File: src/rtl/ps2_param_entry.sv
// ps2_param_entry
//   Keyboard command front end for the step sequencer. Decodes PS/2 scan
//   code set 2 bytes (including E0-extended arrow keys and F0 break codes)
//   into committed loop count / BPM values, direction pulses and a start
//   pulse. Numeric entry is buffered in edit_value and clamped on commit.
//
// Ports
//   CLOCK_50     system clock
//   nReset       asynchronous active-low reset
//   rx_data      received scan code byte
//   rx_valid     one-cycle strobe qualifying rx_data
//   loops        committed loop count
//   bpm          committed BPM
//   dir_pulse    one-hot one-cycle {right,left,down,up}
//   start_pulse  one-cycle pulse on Space in IDLE
//   mode         0 IDLE, 1 EDIT_LOOP, 2 EDIT_BPM, 3 MOVE
//   edit_value   current edit buffer (zero-extended)
//   edit_count   number of digits in the buffer
//   blink        1 in IDLE, toggles every BLINK_TICKS cycles elsewhere
//   err_pulse    one-cycle pulse on a rejected key
module ps2_param_entry #(
  parameter int LOOP_W          = 7,
  parameter int LOOP_DIGITS     = 2,
  parameter int LOOP_MIN        = 1,
  parameter int LOOP_MAX        = 99,
  parameter int LOOP_DEFAULT    = 4,
  parameter int BPM_W           = 10,
  parameter int BPM_DIGITS      = 3,
  parameter int BPM_MIN         = 40,
  parameter int BPM_MAX         = 300,
  parameter int BPM_DEFAULT     = 120,
  parameter int BLINK_TICKS     = 12500000,
  parameter int SUPPRESS_REPEAT = 1
) (
  input  logic              CLOCK_50,
  input  logic              nReset,
  input  logic [7:0]        rx_data,
  input  logic              rx_valid,
  output logic [LOOP_W-1:0] loops,
  output logic [BPM_W-1:0]  bpm,
  output logic [3:0]        dir_pulse,
  output logic              start_pulse,
  output logic [1:0]        mode,
  output logic [BPM_W-1:0]  edit_value,
  output logic [1:0]        edit_count,
  output logic              blink,
  output logic              err_pulse
);

  typedef enum logic [1:0] {
    IDLE      = 2'd0,
    EDIT_LOOP = 2'd1,
    EDIT_BPM  = 2'd2,
    MOVE      = 2'd3
  } state_t;

  // Keys carry the extended flag in bit 8 so plain and E0 codes never alias.
  localparam logic [8:0] K_L     = 9'h04B;
  localparam logic [8:0] K_B     = 9'h032;
  localparam logic [8:0] K_M     = 9'h03A;
  localparam logic [8:0] K_ENTER = 9'h05A;
  localparam logic [8:0] K_SPACE = 9'h029;
  localparam logic [8:0] K_ESC   = 9'h076;
  localparam logic [8:0] K_BS    = 9'h066;
  localparam logic [8:0] K_UP    = 9'h175;
  localparam logic [8:0] K_DOWN  = 9'h172;
  localparam logic [8:0] K_LEFT  = 9'h16B;
  localparam logic [8:0] K_RIGHT = 9'h174;

  localparam logic [1:0]        LOOP_D   = 2'(LOOP_DIGITS);
  localparam logic [1:0]        BPM_D    = 2'(BPM_DIGITS);
  localparam logic [BPM_W-1:0]  LMIN_V   = BPM_W'(LOOP_MIN);
  localparam logic [BPM_W-1:0]  LMAX_V   = BPM_W'(LOOP_MAX);
  localparam logic [BPM_W-1:0]  BMIN_V   = BPM_W'(BPM_MIN);
  localparam logic [BPM_W-1:0]  BMAX_V   = BPM_W'(BPM_MAX);
  localparam int                CNT_W    = (BLINK_TICKS > 1) ? $clog2(BLINK_TICKS) : 1;
  localparam logic [CNT_W-1:0]  CNT_LAST = CNT_W'(BLINK_TICKS - 1);

  // Returns {valid, value} for a digit key; non-digit keys give valid=0.
  function automatic logic [4:0] digit_of(input logic [8:0] k);
    logic [4:0] r;
    case (k)
      9'h045:  r = 5'h10;
      9'h016:  r = 5'h11;
      9'h01E:  r = 5'h12;
      9'h026:  r = 5'h13;
      9'h025:  r = 5'h14;
      9'h02E:  r = 5'h15;
      9'h036:  r = 5'h16;
      9'h03D:  r = 5'h17;
      9'h03E:  r = 5'h18;
      9'h046:  r = 5'h19;
      default: r = 5'h00;
    endcase
    return r;
  endfunction

  function automatic logic [LOOP_W-1:0] clamp_loop(input logic [BPM_W-1:0] v);
    logic [BPM_W-1:0] c;
    if (v < LMIN_V)      c = LMIN_V;
    else if (v > LMAX_V) c = LMAX_V;
    else                 c = v;
    return LOOP_W'(c);
  endfunction

  function automatic logic [BPM_W-1:0] clamp_bpm(input logic [BPM_W-1:0] v);
    logic [BPM_W-1:0] c;
    if (v < BMIN_V)      c = BMIN_V;
    else if (v > BMAX_V) c = BMAX_V;
    else                 c = v;
    return c;
  endfunction

  state_t             state, state_nxt;
  logic               brk, brk_nxt, ext, ext_nxt;
  logic [8:0]         held, held_nxt;
  logic [LOOP_W-1:0]  loops_nxt;
  logic [BPM_W-1:0]   bpm_nxt, edit_value_nxt;
  logic [1:0]         edit_count_nxt;
  logic [3:0]         dir_nxt;
  logic               start_nxt, err_nxt, blink_nxt;
  logic [CNT_W-1:0]   cnt, cnt_nxt;

  logic [8:0]         key;
  logic               dispatch;
  logic [4:0]         dig;
  logic [1:0]         d_max;
  logic [BPM_W+3:0]   prod;

  assign key  = {ext, rx_data};
  assign dig  = digit_of(key);
  assign prod = {4'b0, edit_value} * (BPM_W+4)'(10) + (BPM_W+4)'(dig[3:0]);
  assign mode = state;

  always_comb begin
    state_nxt      = state;
    brk_nxt        = brk;
    ext_nxt        = ext;
    held_nxt       = held;
    loops_nxt      = loops;
    bpm_nxt        = bpm;
    edit_value_nxt = edit_value;
    edit_count_nxt = edit_count;
    dir_nxt        = 4'b0000;
    start_nxt      = 1'b0;
    err_nxt        = 1'b0;
    dispatch       = 1'b0;
    d_max          = (state == EDIT_LOOP) ? LOOP_D : BPM_D;

    // Prefix bytes only arm flags; the next non-prefix byte consumes them.
    if (rx_valid) begin
      if (rx_data == 8'hF0) begin
        brk_nxt = 1'b1;
      end else if (rx_data == 8'hE0) begin
        ext_nxt = 1'b1;
      end else begin
        brk_nxt = 1'b0;
        ext_nxt = 1'b0;
        if (brk) begin
          if (key == held) held_nxt = '0;
        end else if (!(SUPPRESS_REPEAT != 0 && key == held)) begin
          held_nxt = key;
          dispatch = 1'b1;
        end
      end
    end

    case (state)
      IDLE: begin
        if (dispatch) begin
          if (key == K_L || key == K_B) begin
            state_nxt      = (key == K_L) ? EDIT_LOOP : EDIT_BPM;
            edit_value_nxt = '0;
            edit_count_nxt = 2'd0;
          end else if (key == K_M) begin
            state_nxt = MOVE;
          end else if (key == K_SPACE) begin
            start_nxt = 1'b1;
          end
        end
      end
      EDIT_LOOP, EDIT_BPM: begin
        if (dispatch) begin
          if (dig[4]) begin
            if (edit_count < d_max) begin
              edit_value_nxt = BPM_W'(prod);
              edit_count_nxt = edit_count + 2'd1;
            end else begin
              err_nxt = 1'b1;
            end
          end else if (key == K_BS) begin
            if (edit_count != 2'd0) begin
              edit_value_nxt = edit_value / BPM_W'(10);
              edit_count_nxt = edit_count - 2'd1;
            end else begin
              err_nxt = 1'b1;
            end
          end else if (key == K_ENTER || key == K_ESC) begin
            if (key == K_ENTER && edit_count != 2'd0) begin
              if (state == EDIT_LOOP) loops_nxt = clamp_loop(edit_value);
              else                    bpm_nxt   = clamp_bpm(edit_value);
            end
            state_nxt      = IDLE;
            edit_value_nxt = '0;
            edit_count_nxt = 2'd0;
          end
        end
      end
      MOVE: begin
        if (dispatch) begin
          if      (key == K_UP)    dir_nxt = 4'b0001;
          else if (key == K_DOWN)  dir_nxt = 4'b0010;
          else if (key == K_LEFT)  dir_nxt = 4'b0100;
          else if (key == K_RIGHT) dir_nxt = 4'b1000;
          else if (key == K_ENTER || key == K_ESC) state_nxt = IDLE;
        end
      end
      default: state_nxt = IDLE;
    endcase

    // Returning to IDLE restarts the blink phase so the next edit starts lit.
    if (state_nxt == IDLE && state != IDLE) begin
      cnt_nxt   = '0;
      blink_nxt = 1'b1;
    end else begin
      cnt_nxt   = (cnt == CNT_LAST) ? '0 : cnt + CNT_W'(1);
      blink_nxt = (cnt == CNT_LAST && state != IDLE) ? ~blink : blink;
    end
  end

  always_ff @(posedge CLOCK_50 or negedge nReset) begin
    if (!nReset) begin
      state       <= IDLE;
      brk         <= 1'b0;
      ext         <= 1'b0;
      held        <= '0;
      loops       <= LOOP_W'(LOOP_DEFAULT);
      bpm         <= BPM_W'(BPM_DEFAULT);
      edit_value  <= '0;
      edit_count  <= 2'd0;
      dir_pulse   <= 4'b0000;
      start_pulse <= 1'b0;
      err_pulse   <= 1'b0;
      blink       <= 1'b1;
      cnt         <= '0;
    end else begin
      state       <= state_nxt;
      brk         <= brk_nxt;
      ext         <= ext_nxt;
      held        <= held_nxt;
      loops       <= loops_nxt;
      bpm         <= bpm_nxt;
      edit_value  <= edit_value_nxt;
      edit_count  <= edit_count_nxt;
      dir_pulse   <= dir_nxt;
      start_pulse <= start_nxt;
      err_pulse   <= err_nxt;
      blink       <= blink_nxt;
      cnt         <= cnt_nxt;
    end
  end

endmodule

File: config.mk
export PLATFORM = sky130hd
export DESIGN_NAME = ps2_param_entry
export DESIGN_NICKNAME = d
export VERILOG_FILES = /design/src/rtl/ps2_param_entry.sv
export SDC_FILE = /design/constraint.sdc
export NUM_CORES = 1
export LEC_CHECK = 0
export CAP_MARGIN = 25
export CORE_MARGIN = 4
export CORE_UTILIZATION = 50
export CTS_CLUSTER_DIAMETER = 30
export CTS_CLUSTER_SIZE = 20
export DETAILED_ROUTE_END_ITERATION = 6
export DONT_BUFFER_PORTS = 1
export HOLD_SLACK_MARGIN = 0.1
export PLACE_DENSITY = 0.65
export SETUP_SLACK_MARGIN = 0.1
export SLEW_MARGIN = 20
export SYNTH_ARGS = -nofsm -noshare
export SYNTH_HDL_FRONTEND = slang
export SYNTH_SLANG_ARGS = --single-unit
File: constraint.sdc
create_clock -name CLOCK_50 -period 3.8 [get_ports CLOCK_50]
set_input_delay 0.76 -clock CLOCK_50 [delete_from_list [all_inputs] [get_ports CLOCK_50]]
set_output_delay 0.76 -clock CLOCK_50 [all_outputs]
set_load 0.1 [all_outputs]
[Word-level counts from Yosys, hierarchy flattened]
Index checks and enable logic that the tools add are counted.
Cells by class
  $add $sub $neg: 4
  multipliers: 1
  divide/modulo/power cells: 1
  $lt $le $gt $ge: 5
  eq/ne operators: 37
  shifts and indexed selects: 0
  mux-type cells: 70
  bitwise logic cells: 6
  reductions and logical operators: 18
Operators with widths (count)
  10-bit 2-to-1 mux: 10
  9-bit by 6-bit == test with 1-bit output (second input constant): 9
  9-bit by 7-bit == test with 1-bit output (second input constant): 6
  5-bit one-hot mux with 10 select lines: 1
  24-bit 2-to-1 mux: 2
  2-bit 2-to-1 mux: 21
  9-bit == test (second input constant): 4
  9-bit 2-to-1 mux: 3
  24-bit by 1-bit adder with 24-bit output (second input constant): 1
  24-bit == test (second input constant): 1
  4-bit 2-to-1 mux: 6
  1-bit 2-to-1 mux: 22
  7-bit AND reduction: 3
  10-bit one-hot mux with 2 select lines: 1
  9-bit by 5-bit == test with 1-bit output (second input constant): 2
  8-bit == test (second input constant): 2
  7-bit 2-to-1 mux: 2
  10-bit by 4-bit adder with 10-bit output: 1
  10-bit by 4-bit divider with 10-bit output (second input constant): 1
  10-bit by 7-bit > comparator with 1-bit output (second input constant): 1
  10-bit by 9-bit > comparator with 1-bit output (second input constant): 1
  10-bit by 1-bit less-than comparator with 1-bit output (second input constant): 1
  10-bit by 6-bit less-than comparator with 1-bit output (second input constant): 1
  10-bit by 3-bit multiplier with 9-bit output (second input constant): 1
  other kinds (20): 39
Word-level totals
  flip-flop bits (word level): 73
  bits in latches: 0
  bits in writable memories: 0
  ROM bits: 0
  output and inout bits: 38
  logic and storage cells: 155
  memories: 0

[Logic depth before layout (Yosys ltp)]
  depth in word-level cells: 12
  mapped depth: 14
  depth with buffers taken out: 12

[Least setup slack after synthesis]
OpenSTA, ideal clock, no wires.
  path kind: flip-flop to flip-flop
  start point: reg edit_value[7]
  end point: reg edit_value[0]
  setup time: 124 ps
  arrival time: 3038 ps
  setup slack: 639 ps
  cell stages (with the launch flop): 11
  clock period less this slack: 3161 ps
  path through: dfrtp_1 -> clkbuf_2 -> inv_1 -> and3_1 -> a221oi_1 -> and2_1 -> buf_4 -> mux2i_1 -> a221oi_1 -> maj3_1 -> a211o_1
On the way
  word-level cells in the longest chain between the ends: 6
RTL lines
  start, declared: RTL line 44  | output logic [BPM_W-1:0] edit_value,
  start signal, assigned: RTL line 253  | edit_value <= edit_value_nxt;
  10-bit by 4-bit divider with 10-bit output: RTL line 193  | edit_value_nxt = edit_value / BPM_W'(10);
  10-bit 2-to-1 mux: RTL line 192  | if (edit_count != 2'd0) begin
  10-bit 2-to-1 mux: RTL line 191  | end else if (key == K_BS) begin
  10-bit 2-to-1 mux: RTL line 184  | if (dig[4]) begin
  10-bit 2-to-1 mux: RTL line 183  | if (dispatch) begin
  10-bit one-hot mux with 2 select lines: RTL line 168  | case (state)
No other way between the ends. The select of a mux whose other input is x is not followed.
A chain may end at the register's enable or synchronous reset.

[Final worst setup path]
  start point: reg edit_value[8]
  end point: reg edit_value[1]
The elaborated chain is that of the path after synthesis.

==> out/qor.csv <==
metric,value,unit
Hold WC Path Type,input port to async pin,
DRC,0,
"Arr. time, crit path",3.16,ns
most frequent CP cell,a221oi_1,
ys async rst share,100,%
Critical Path RT,4.03,ns
via count,4000,
top-area cell type share of the netlist area,34.5,%
post-placement worst setup slack,0.685,ns
Synth area leaders,"dfrtp_1 (35%), xnor2_1 (5.8%), ha_1 (4.9%)",
clock buffer depth,2,
Gate power share,23.2,%
area of the multi-input gates,2740,sq um
die area,11400,sq um
Clk pwr share,35.1,%
I/O pin count,49,
Num CTS Buffers,9,
FF+latch area,1840,sq um
GPL Wtd Cong,0.875,
Die Y,107,um
"commonest non-fill, non-tap cell in the layout",dfrtp_1,
Tmin final,2.93,ns
layout cells sized above 1,8.38,%
total global routing overflow,0,
Max VDD drop,0.000251,V
pin count of the biggest net entering global routing,68,
Overall Power,2.10,mW
Crit. End Element,flop,
routed len/inst,16.0,um
Power per Cell Area,400,nW/um^2
Post-Syn Instances,560,
placed cells,673,
post-synth top area cell,dfrtp_1,
RSZ-0062 raised after global routing,false,
core box area,9330,sq um
Routed Wire Length,11100,um
"Seq/Total Area, Yosys",37.8,%
CTS H-tree lvls,3,
Max-Cap Viols,0,
status,completed,
fmax,341,MHz
Die Width,107,um
first-pass GRT wire length,18700,um
Post-DP Area,4980,sq um
Setup TNS,0,ns
DR vias/cell,5.80,
Final Util,56.2,%
share of power burned in registers,41.7,%
Synth Area per Inst,8.67,sq um
DRT Pass-1 Iters,4,
Switching Share,32.7,%
Yosys warnings,0,
switching pwr,0.685,mW
most frequent cells in the layout,"dfrtp_1 (66), nor2_1 (62), nand2_1 (52), xnor2_1 (32), inv_1 (30)",
initial drt markers,199,
Area Overhead vs Synth,8.01,%
Root Buffer,clkbuf_8,
syn_nets,592,
design area,5250,sq um
GRT Resource Usage Total,20.3,%
slowest CP cell,dfrtp_1,
CTS sink count,73,
DP HPWL,7760,um
Final setup viols,0,
Reg2Reg Setup Slack,0.87,ns
crit path kind,flop to flop,
internal power,1.41,mW
WHS,0.249,ns
initial core utilization,52.1,%
number of synthesized flops with an enable pin,0,
row count,35,
synth unique cells,66,
PortBufs,0,
crit path max fanout,21,
fin worst setup slack,0.868,ns
Main synth FF type,dfrtp_1,
Crit. Startpoint,edit_value[8]$_DFFE_PN0P_,
r2r worst-path depth,8,
"slowest stage delay, CP",0.75,ns
CTS tree,done,
clock insertion delay at the later pin of the skew report,0.34,ns
vias in the first global route,3762,
slew at the pin closest to its max-slew limit,0.930,ns
final max-slew violation count,0,
Critical Path Sink,edit_value[1]$_DFFE_PN0P_,
Critical Path Start Type,flop,
RR Endpoint,edit_value[1]$_DFFE_PN0P_,
Final Skew,0.0114,ns
# diodes,0,
r2r startpoint,edit_value[8]$_DFFE_PN0P_,
Mapped Area,4860,sq um
Leak,2.35,nW
fin crit share,77.2,%
clock-pin slew on the worst setup and hold paths,0.08,ns
Post-CTS Repair Setup Buffers,0,
fin nets,588,
antenna violations before repair,0,
fill cell total of the finished layout,857,
slew margin rel.,38.1,%
"Hold Violations, Final",0,
Finished Layout Cells,690,
CP Cell Sequence,inv_1 -> and3_1 -> a221oi_1 -> and2_1 -> mux2i_1 -> a221oi_1 -> o32ai_1 -> mux2_1,
antenna-violating nets left,0,
#FFs+latches synth,73,
[cell type report]
cell class | instances | share of cell area, %
Tap cell | 129 | 3.08
Clock inverter | 5 | 1.98
Timing Repair Buffer | 19 | 3.10
Clock buffer | 11 | 2.50
Sequential cell | 73 | 35.0
Multi-Input combinational cell | 423 | 52.2
Inverter | 30 | 2.15
[worst min-delay path by stage]
stage	start	to	cells past startpoint
3_5_place_dp	nReset	loops[5]$_DFFE_PN0P_	0
2_1_floorplan	cnt[0]$_DFF_PN0_	cnt[0]$_DFF_PN0_	1
4_1_cts	nReset	blink$_DFFE_PN1P_	0
3_3_place_gp	nReset	loops[5]$_DFFE_PN0P_	0
5_1_grt	nReset	blink$_DFFE_PN1P_	0
6_report	nReset	blink$_DFFE_PN1P_	0
[critical path: cells and delay by family, from the launching register on]
family	cells	cell delay [ns]
simple gates	2	0.52
mux	2	0.41
buf+inv	1	0.15
flops	1	0.75
compound gates	3	0.99
[synth_stat cells (all sizes together) (4+ instances only)]
cell type  count
nor3b          8
nand3         25
and2           4
xnor2         32
xor2          18
a22oi          5
nand2         52
a21oi         24
nor4           7
and3b          6
o31ai         11
ha            19
nor2          62
nor3          15
clkbuf        13
dfstp          6
nor2b          9
nand2b         4
inv           30
nand4          7
dfrtp         67
mux2           4
buf           21
a22o           9
o21ai         29
and3          14
a31oi          4
a21o           8
[flip-flops by register name, summed over array words and instances (netlist names)]
signal / cells
brk: 1
loops: 7
cnt: 24
edit_count: 2
held: 9
err_pulse: 1
edit_value: 10
dir_pulse: 4
start_pulse: 1
ext: 1
blink: 1
bpm: 10
mode: 2
[repair_timing]
action,in CTS,in global routing
hold buffers,1,0
hold endpoints to repair,67,0
resized for setup,0,0
[cell families (layout without fill, tap and decap cells)]
| group | Yosys count | in the layout | share of synthesized area, % |
|---|---|---|---|
| flip-flops | 73 | 73 | 37.8 |
| AND/OR/NAND/NOR | 228 | 228 | 23.8 |
| AO/OA/AOI/OAI | 117 | 117 | 16.3 |
| multiplexers | 5 | 5 | 1.13 |
| adder cells (fa/ha/maj) | 23 | 23 | 6.13 |
| XOR/XNOR | 50 | 50 | 9.02 |
| buffers and inverters | 64 | 65 | 5.85 |
[metal layers]
layer / part of all wire, % / track usage, % / vias up
met5: 0 / 0 / -
met4: 0.76 / 4.11 / 0
met3: 7.2 / 5.65 / 7
met2: 46 / 30.8 / 123
met1: 46 / 29.1 / 1908
li1: - / - / 1962
[power by group through the flow]
| stage | Sequential [mW] | Clock, mW | Combinational, mW |
|---|---|---|---|
| after floorplan | 0.959 | 0 | 0.319 |
| after detailed placement | 0.888 | 0 | 0.469 |
| after CTS | 0.873 | 0.751 | 0.490 |
| after global routing | 0.882 | 0.783 | 0.540 |
| after global placement | 0.886 | 0 | 0.461 |
| final | 0.874 | 0.736 | 0.486 |
No activity file was read; power rests on OpenSTA's default activity.
